<file path="config.mk">
export PLATFORM = sky130hd
export DESIGN_NAME = cl_ddr_rd_arb
export DESIGN_NICKNAME = d
export VERILOG_FILES = /design/src/rtl/cl_ddr_rd_arb.sv
export SDC_FILE = /design/constraint.sdc
export NUM_CORES = 1
export LEC_CHECK = 0
export ABC_CLOCK_PERIOD_IN_PS = 3500
export BUFFER_PORTS_ARGS = -buffer_cell sky130_fd_sc_hd__clkbuf_2
export CAP_MARGIN = 25
export CORE_AREA = 2 2 712 714
export CTS_BUF_LIST = sky130_fd_sc_hd__clkbuf_2 sky130_fd_sc_hd__clkbuf_4 sky130_fd_sc_hd__clkbuf_8
export CTS_CLUSTER_DIAMETER = 100
export DETAILED_ROUTE_END_ITERATION = 10
export DIE_AREA = 0 0 714 716
export GPL_TIMING_DRIVEN = 0
export PLACE_DENSITY = 0.3
export SYNTH_ARGS = -nofsm -noshare
export SYNTH_HDL_FRONTEND = slang
export SYNTH_SLANG_ARGS = --single-unit
</file>
<file path="constraint.sdc">
create_clock -name aclk -period 3.5 [get_ports aclk]
set_input_delay 0.35 -clock aclk [delete_from_list [all_inputs] [get_ports aclk]]
set_output_delay 0.35 -clock aclk [all_outputs]
set_load 0.02 [all_outputs]
</file>
<file path="src/rtl/cl_ddr_rd_arb.sv">
// Two-source AXI read arbiter in front of a single DDR read port.
// Sources are granted round-robin, the winning AR is re-issued from a holding register, and R beats are steered back by m_rid[6].
module cl_ddr_rd_arb #(
  parameter int MAX_OUT = 8,
  parameter int DATA_W  = 512
) (
  input  logic              aclk,
  input  logic              aresetn,

  input  logic              s0_arvalid,
  output logic              s0_arready,
  input  logic [5:0]        s0_arid,
  input  logic [63:0]       s0_araddr,
  input  logic [7:0]        s0_arlen,
  input  logic [2:0]        s0_arsize,
  output logic              s0_rvalid,
  input  logic              s0_rready,
  output logic [5:0]        s0_rid,
  output logic [DATA_W-1:0] s0_rdata,
  output logic [1:0]        s0_rresp,
  output logic              s0_rlast,

  input  logic              s1_arvalid,
  output logic              s1_arready,
  input  logic [5:0]        s1_arid,
  input  logic [63:0]       s1_araddr,
  input  logic [7:0]        s1_arlen,
  input  logic [2:0]        s1_arsize,
  output logic              s1_rvalid,
  input  logic              s1_rready,
  output logic [5:0]        s1_rid,
  output logic [DATA_W-1:0] s1_rdata,
  output logic [1:0]        s1_rresp,
  output logic              s1_rlast,

  output logic              m_arvalid,
  input  logic              m_arready,
  output logic [6:0]        m_arid,
  output logic [63:0]       m_araddr,
  output logic [7:0]        m_arlen,
  output logic [2:0]        m_arsize,
  input  logic              m_rvalid,
  output logic              m_rready,
  input  logic [6:0]        m_rid,
  input  logic [DATA_W-1:0] m_rdata,
  input  logic [1:0]        m_rresp,
  input  logic              m_rlast,

  output logic [5:0]        s0_out_cnt,
  output logic [5:0]        s1_out_cnt,
  output logic              rd_err
);

  typedef enum logic {IDLE, HOLD} state_e;

  localparam logic [5:0] MAX_CNT = 6'(MAX_OUT);

  state_e      state_q, state_d;
  logic        last_q, last_d;      // 1: s1 was granted most recently
  logic [6:0]  arid_q, arid_d;
  logic [63:0] araddr_q, araddr_d;
  logic [7:0]  arlen_q, arlen_d;
  logic [2:0]  arsize_q, arsize_d;
  logic [5:0]  cnt0_q, cnt0_d;
  logic [5:0]  cnt1_q, cnt1_d;
  logic        rd_err_q, rd_err_d;

  logic elig0, elig1, grant0, grant1;
  logic rsel, rlast_hs0, rlast_hs1;

  // R channel is purely combinational so it keeps routing through reset.
  assign rsel      = m_rid[6];
  assign s0_rvalid = m_rvalid & ~rsel;
  assign s1_rvalid = m_rvalid &  rsel;
  assign s0_rid    = m_rid[5:0];
  assign s1_rid    = m_rid[5:0];
  assign s0_rdata  = m_rdata;
  assign s1_rdata  = m_rdata;
  assign s0_rresp  = m_rresp;
  assign s1_rresp  = m_rresp;
  assign s0_rlast  = m_rlast;
  assign s1_rlast  = m_rlast;
  assign m_rready  = rsel ? s1_rready : s0_rready;

  assign rlast_hs0 = m_rvalid & m_rready & m_rlast & ~rsel;
  assign rlast_hs1 = m_rvalid & m_rready & m_rlast &  rsel;

  assign elig0 = s0_arvalid && (cnt0_q < MAX_CNT);
  assign elig1 = s1_arvalid && (cnt1_q < MAX_CNT);

  // NOTE: every combinational output gets a default first so no path leaves it unassigned and infers a latch.
  always_comb begin
    grant0 = 1'b0;
    grant1 = 1'b0;
    if (state_q == IDLE) begin
      if (elig0 && elig1) begin
        grant0 = last_q;
        grant1 = ~last_q;
      end else begin
        grant0 = elig0;
        grant1 = elig1;
      end
    end
  end

  assign s0_arready = grant0;
  assign s1_arready = grant1;

  always_comb begin
    state_d  = state_q;
    last_d   = last_q;
    arid_d   = arid_q;
    araddr_d = araddr_q;
    arlen_d  = arlen_q;
    arsize_d = arsize_q;
    case (state_q)
      IDLE: begin
        if (grant0) begin
          state_d  = HOLD;
          last_d   = 1'b0;
          arid_d   = {1'b0, s0_arid};
          araddr_d = s0_araddr;
          arlen_d  = s0_arlen;
          arsize_d = s0_arsize;
        end else if (grant1) begin
          state_d  = HOLD;
          last_d   = 1'b1;
          arid_d   = {1'b1, s1_arid};
          araddr_d = s1_araddr;
          arlen_d  = s1_arlen;
          arsize_d = s1_arsize;
        end
      end
      HOLD: if (m_arready) state_d = IDLE;
      default: state_d = IDLE;
    endcase
  end

  // An AR and a final R beat in the same cycle cancel; a final beat against an empty count is a protocol error.
  always_comb begin
    cnt0_d = cnt0_q;
    cnt1_d = cnt1_q;
    if (grant0 && !rlast_hs0)                         cnt0_d = cnt0_q + 6'd1;
    else if (rlast_hs0 && !grant0 && cnt0_q != 6'd0)  cnt0_d = cnt0_q - 6'd1;
    if (grant1 && !rlast_hs1)                         cnt1_d = cnt1_q + 6'd1;
    else if (rlast_hs1 && !grant1 && cnt1_q != 6'd0)  cnt1_d = cnt1_q - 6'd1;
    rd_err_d = rd_err_q
             | (rlast_hs0 && cnt0_q == 6'd0)
             | (rlast_hs1 && cnt1_q == 6'd0);
  end

  // NOTE: state registers use non-blocking assignments so every flop samples the pre-edge values of its peers.
  always_ff @(posedge aclk or negedge aresetn) begin
    if (!aresetn) begin
      state_q  <= IDLE;
      last_q   <= 1'b1;
      arid_q   <= '0;
      araddr_q <= '0;
      arlen_q  <= '0;
      arsize_q <= '0;
      cnt0_q   <= '0;
      cnt1_q   <= '0;
      rd_err_q <= 1'b0;
    end else begin
      state_q  <= state_d;
      last_q   <= last_d;
      arid_q   <= arid_d;
      araddr_q <= araddr_d;
      arlen_q  <= arlen_d;
      arsize_q <= arsize_d;
      cnt0_q   <= cnt0_d;
      cnt1_q   <= cnt1_d;
      rd_err_q <= rd_err_d;
    end
  end

  assign m_arvalid  = (state_q == HOLD);
  assign m_arid     = arid_q;
  assign m_araddr   = araddr_q;
  assign m_arlen    = arlen_q;
  assign m_arsize   = arsize_q;
  assign s0_out_cnt = cnt0_q;
  assign s1_out_cnt = cnt1_q;
  assign rd_err     = rd_err_q;

endmodule

</file>
# --- Word level (Yosys, flattened, before mapping) ---
# Index checks and enable logic that the tools add are counted.
classes:
  n_bitwise: 11
  addsub: 4
  mux: 23
  magnitude_cmp: 2
  n_reduce_logical: 23
ops:
  columns: ["cell", "count"]
  rows:
  - ["2-to-1 mux 64 bit", 2]
  - ["2-to-1 mux 6 bit", 4]
  - ["2-to-1 mux 8 bit", 2]
  - ["2-to-1 mux 7 bit", 2]
  - ["adder 6 x 1 -> 6 bit, second input constant", 2]
  - ["zero test 6 bit", 2]
  - ["< comparator 6 x 4 -> 1 bit, second input constant", 2]
  - ["nonzero test 6 bit", 2]
  - ["subtractor 6 x 1 -> 6 bit, second input constant", 2]
  - ["logical AND 1 bit", 11]
  - ["2-to-1 mux 1 bit", 10]
  - ["bitwise AND 1 bit", 6]
  - ["2-to-1 mux 3 bit", 2]
  - ["nonzero test 2 bit", 3]
  - ["zero test 1 bit", 4]
  - ["NOT 1 bit", 3]
  - ["OR 1 bit", 2]
  - ["case mux 1 bit (2 select lines)", 1]
  - ["AND reduction 2 bit", 1]
totals:
  regBits: 97
  output_inout_bits: 1143
  inputBits: 692
  elab_cells: 72

# --- Longest topological paths before layout ---
logic_depth:
  word_depth: 10
  depth_mapped: 10
  depth_no_buf: 10

# --- Least setup slack after synthesis ---
# No wires, ideal clock.
synth_path:
  path_type: "reg-to-reg"
  startpoint: "register cnt1_q[5], in the netlist s1_out_cnt[5]"
  endpoint: "register cnt1_q[5], in the netlist s1_out_cnt[5]"
  synth_period_minus_slack_ns: 2.957
  stages_incl_launch_ff: 11
  n_path_buf: 0
  setup_ns: 0.080
  arrival_ns: 2.876
  t_required_ns: 3.420
  slack_ns: 0.543
  cell_sequence: "dfrtp_1 -> or4b_4 -> a211oi_2 -> and2_1 -> inv_1 -> ha_1 -> a211oi_1 -> o21bai_1 -> a21oi_1 -> mux2i_1 -> xnor2_1"
synth_between:
  elab_chain_cells: 9
  word_cells_on_any_way: 15
  classes_between: "2 x add/sub; 1 x order compare; 4 x mux; 8 x reduce/logical"
synth_rtl:
  columns: ["element", "line_no", "text"]
  rows:
  - ["start, declared", "65", "logic [5:0] cnt1_q, cnt1_d;"]
  - ["start signal, assigned", "172", "cnt1_q <= cnt1_d;"]
  - ["< comparator 6 x 4 -> 1 bit", "89", "assign elig1 = s1_arvalid && (cnt1_q < MAX_CNT);"]
  - ["logical AND 1 bit", "89", null]
  - ["logical AND 1 bit", "96", "if (elig0 && elig1) begin"]
  - ["2-to-1 mux 1 bit", "96", null]
  - ["2-to-1 mux 1 bit", "95", "if (state_q == IDLE) begin"]
  - ["zero test 1 bit", "146", "else if (rlast_hs1 && !grant1 && cnt1_q != 6'd0) cnt1_d = cnt1_q - 6'd1;"]
  - ["logical AND 1 bit (2 in series)", "146", null]
  - ["nonzero test 2 bit (no source line)", null, null]
# Parallel ways exist; a longest one is shown, timed or not. The select of a mux whose other input is x is not followed.
# A chain may end at the register's enable or synchronous reset.

# --- Worst setup path after layout ---
layout_path:
  startpoint: "register cnt1_q[3], in the netlist s1_out_cnt[3]"
  endpoint: "register araddr_q[5], in the netlist m_araddr[5]"
layout_between:
  elab_chain_cells: 7
  word_cells_on_any_way: 10
  classes_between: "1 x order compare; 5 x mux; 4 x reduce/logical"
layout_rtl:
  columns: ["element", "line_no", "text"]
  rows:
  - ["< comparator 6 x 4 -> 1 bit (*)", "89", null]
  - ["logical AND 1 bit (*)", "89", null]
  - ["logical AND 1 bit", "96", null]
  - ["2-to-1 mux 1 bit", "96", null]
  - ["2-to-1 mux 1 bit", "95", null]
  - ["nonzero test 2 bit (no source line)", null, null]
  - ["AND reduction 2 bit (no source line)", null, null]
  - ["end signal, assigned", "168", "araddr_q <= araddr_d;"]
  - ["end, declared", "61", "logic [63:0] araddr_q, araddr_d;"]
# Mark *: on every way between the ends. The rest lies on a longest branch, timed or not.

==> metrics.log <==
INFO  metric outcome = finished clean
INFO  metric cts_max_level = 3
INFO  metric area_delta_synth_final = 140%
INFO  metric seq_power_share = 18.3%
INFO  metric wl_per_cell = 36.3 um
INFO  metric synth.avg_cell_area = 8.57 um^2
INFO  metric global_route.usage.total = 13.2%
INFO  metric yosys_register_bits = 97
INFO  metric timing.critical_path.cells = or4b_4 -> o211a_1 -> buf_2 -> clkbuf_2 -> buf_16 -> a222oi_1 -> dlygate4sd3_1 -> inv_1
INFO  metric fin_worst_skew = 0.0641 ns
INFO  metric design.die.area = 511000 um^2
INFO  metric synth-seq-area-share = 19.8%
INFO  metric synth_edf_count = 0
INFO  metric core_region_area = 504000 um^2
INFO  metric overall_power_consumption = 0.0115 W
INFO  metric synth_flop_cell = sky130_fd_sc_hd__dfrtp_1
INFO  metric static-leakage-power = 13.6 nW
INFO  metric synth_top_cell_area_share = 63.9%
INFO  metric finalSetupViolations = 0
INFO  metric yosys-top-cells-area = sky130_fd_sc_hd__buf_4 (64%), sky130_fd_sc_hd__dfrtp_1 (20%), sky130_fd_sc_hd__a222oi_1 (4.7%)
INFO  metric hold_viol = 0
INFO  metric detail_route.wirelength = 352000 um
INFO  metric globalRouteMet3Util = 10.8%
INFO  metric tritoncts_clock_tree = done
INFO  metric ys.warnings.count = 0
INFO  metric cts-root-to-sink-buffers = 3
INFO  metric max_freq = 0.302 GHz
INFO  metric largest_delay_share_family_worst_path = buffers and inverters
INFO  metric chip_width = 714 um
INFO  metric largest_fanout_of_any_net_on_the_critical_path = 19
INFO  metric shortest_period_the_worst_path_allows = 3.32 ns
INFO  metric setup.worst_path.start_class = flip-flop
INFO  metric synth_cells = 1428
INFO  metric switchingPower = 0.00638 W
INFO  metric min-delay-path-class = primary input to flip-flop
INFO  metric die_height = 716 um
INFO  metric met2_usage = 20.4%
INFO  metric power.ir.vdd_worst = 0.249 mV
INFO  metric layout-drive-gt1-share = 82.5%
INFO  metric clk_root_buffer_cell = sky130_fd_sc_hd__clkbuf_8
INFO  metric postSynthNetCount = 2130
INFO  metric postLayoutCoreUtil = 5.84%
INFO  metric grt_pass1_wl = 384000 um
INFO  metric drt_iter0_markers = 989
INFO  metric grt_antenna_before_repair = 171
INFO  metric most_used_layer_global_route = met2
INFO  metric netlist.top_cell.by_area = sky130_fd_sc_hd__buf_4
INFO  metric drt_pass1_iterations = 7
INFO  metric remaining_drc_errors = 0
INFO  metric asyncSetResetFlopFracSynth = 100%
INFO  metric gpl.final_weighted_congestion = 1.02
INFO  metric critical_path_class = flip-flop to flip-flop
INFO  metric max_slew.worst_pin.slew = 1.10 ns
INFO  metric unique_cell_type_count_in_the_yosys_netlist = 38
INFO  metric syn-cell-area = 12200 um^2
INFO  metric timing.critical_path.arrival = 3.79 ns
INFO  metric internal-power = 0.00516 W
INFO  metric critPathCaptureType = flip-flop
INFO  metric min_period_over_period = 94.7%
INFO  metric clk-insertion-delay-late = 0.64 ns
INFO  metric num-fill-cells = 60.0k
INFO  metric grt_overflow = 0
INFO  metric floorplan.rows = 261
INFO  metric fin_worst_hold_slack = 0.0920 ns
INFO  metric grt_pass1_vias = 15.2k
INFO  metric max_cap_viol_count = 0
INFO  metric ant_nets = 0
INFO  metric critical_path.n_buffers_inverters = 5
INFO  metric clkPwrFrac = 10.0%
INFO  metric crit_path_top_delay_cell = sky130_fd_sc_hd__or4b_4
INFO  metric finalNetCount = 3625
INFO  metric slew_headroom = 26.4%
INFO  metric place.detailed.hpwl = 340000 um
INFO  metric rsz0062_at_grt = false
INFO  metric place.port_buffers = 1314
INFO  metric route.vias.total = 15.9k
INFO  metric vias_per_cell = 1.64
INFO  metric gr-usage-met1 = 13.6%
INFO  metric synthTopCellsByCount = sky130_fd_sc_hd__buf_4 (1042), sky130_fd_sc_hd__dfrtp_1 (96), sky130_fd_sc_hd__inv_1 (62)
INFO  metric final-max-slew-violation-count = 0
INFO  metric cts_made_buffers = 13
INFO  metric grt_max_degree = 67
INFO  metric power_per_cell_area = 392 nW/um^2
INFO  metric synth.most_common_cell = sky130_fd_sc_hd__buf_4
INFO  metric combPwrFrac = 71.7%
INFO  metric required = 3.98 ns
INFO  metric num_io_pins = 1835
INFO  metric timing.critical_path.slowest_cell_delay = 0.67 ns
INFO  metric initial_utilization = 2.43%
INFO  metric power.share.switching = 55.3%
INFO  metric numClockSinks = 97
INFO  metric clkTransAtPathRegs = 0.16 ns
==> layout by cell type (no fill, tap or decap), drive strengths merged, types with 8 or more instances in the layout <==
master and n:
a222oi 58, buf 1066, clkbuf 1347, dfrtp 96
diode 55, dlygate4sd3 152, ha 8, inv 62
mux2i 25, nand2 24, o21ai 28
==> flip-flops by register name (all words and copies together), names as in the netlist <==
signal	flops
s1_out_cnt	6
m_araddr	64
m_arvalid	1
m_arid	7
last_q	1
rd_err	1
m_arlen	8
s0_out_cnt	6
m_arsize	3
==> cell families (layout without fill, tap and decap cells) <==
kind of cell / after synthesis / count (layout) / share of synthesized area (%)
mux: 32 / 32 / 2.75
fa+ha+maj: 10 / 10 / 1.15
simple gates: 42 / 42 / 1.75
flops: 97 / 97 / 19.8
buf+inv: 1131 / 2628 / 66.7
xor+xnor: 10 / 10 / 0.716
compound gates: 106 / 106 / 7.05
other cells: 0 / 55 / 0
==> tightest hold or removal path, delay by kind of cell <==
kind | cells | cell delay [ns]
compound gates | 1 | 0.10
buf+inv | 2 | 0.18
==> per-stage QoR <==
step,cell area (um^2),TNS [ns],setup WS (ns),cells
after floorplan,12200,0,0.543,1428
after global placement,27200,-206.16,-3.16,9448
after detailed placement,27500,-0.607,-0.270,9463
after CTS,29300,0,0.0370,9632
after global routing,29400,0,0.00971,9656
final,29400,0,0.184,9686
==> final timing paths <==
path                                     from           to  slack (ns)  cells after the start
worst min-delay path             s1_araddr[8]  m_araddr[8]        0.09                      3
max in group asynchronous             aresetn   m_arlen[5]        2.31                      3
worst min register to register      m_arid[3]    m_arid[3]        0.50                      2
min in group asynchronous             aresetn  m_araddr[7]        0.31                      2
worst max register to register  s1_out_cnt[3]  m_araddr[5]        0.18                      8
worst max-delay path            s1_out_cnt[3]  m_araddr[5]        0.18                      8
==> metal layers <==
| metal | up-vias | routed length, um |
|---|---|---|
| met1 | 7579 | 123000 |
| met3 | 355 | 63900 |
| met4 | 38 | 10800 |
| met5 | - | 246 |
| li1 | 6583 | - |
| met2 | 1358 | 153000 |
==> layout make-up <==
cell class	count	area (um^2)	area share [%]
plain buffers	1067	7940	27.0
flip-flops and latches	97	2430	8.26
clock inverters	1	8.76	0.0298
inverters	62	233	0.791
multi-input cells	200	1680	5.69
repair buffers	1482	8410	28.6
clock buffers	16	214	0.727
well taps	6706	8390	28.5
diodes	55	138	0.468
==> timing repair <==
item / in CTS / in global routing
endpoints found under the hold margin: 147 / 0
hold buffers: 152 / 0
pin swaps: 1 / 1
endpoints found under the setup margin: 7 / 7
setup buffers: 1 / 0
resized for setup: 3 / 5
==> power by group through the flow <==
stage               clock (W)  combinational, W  sequential [W]
floorplan                   0           0.00312         0.00264
finish                0.00115           0.00828         0.00211
global placement            0           0.00764         0.00212
global route          0.00131           0.00896         0.00218
CTS                   0.00133           0.00857         0.00211
detailed placement          0           0.00786         0.00212
Power figures use the tool's default switching activity.
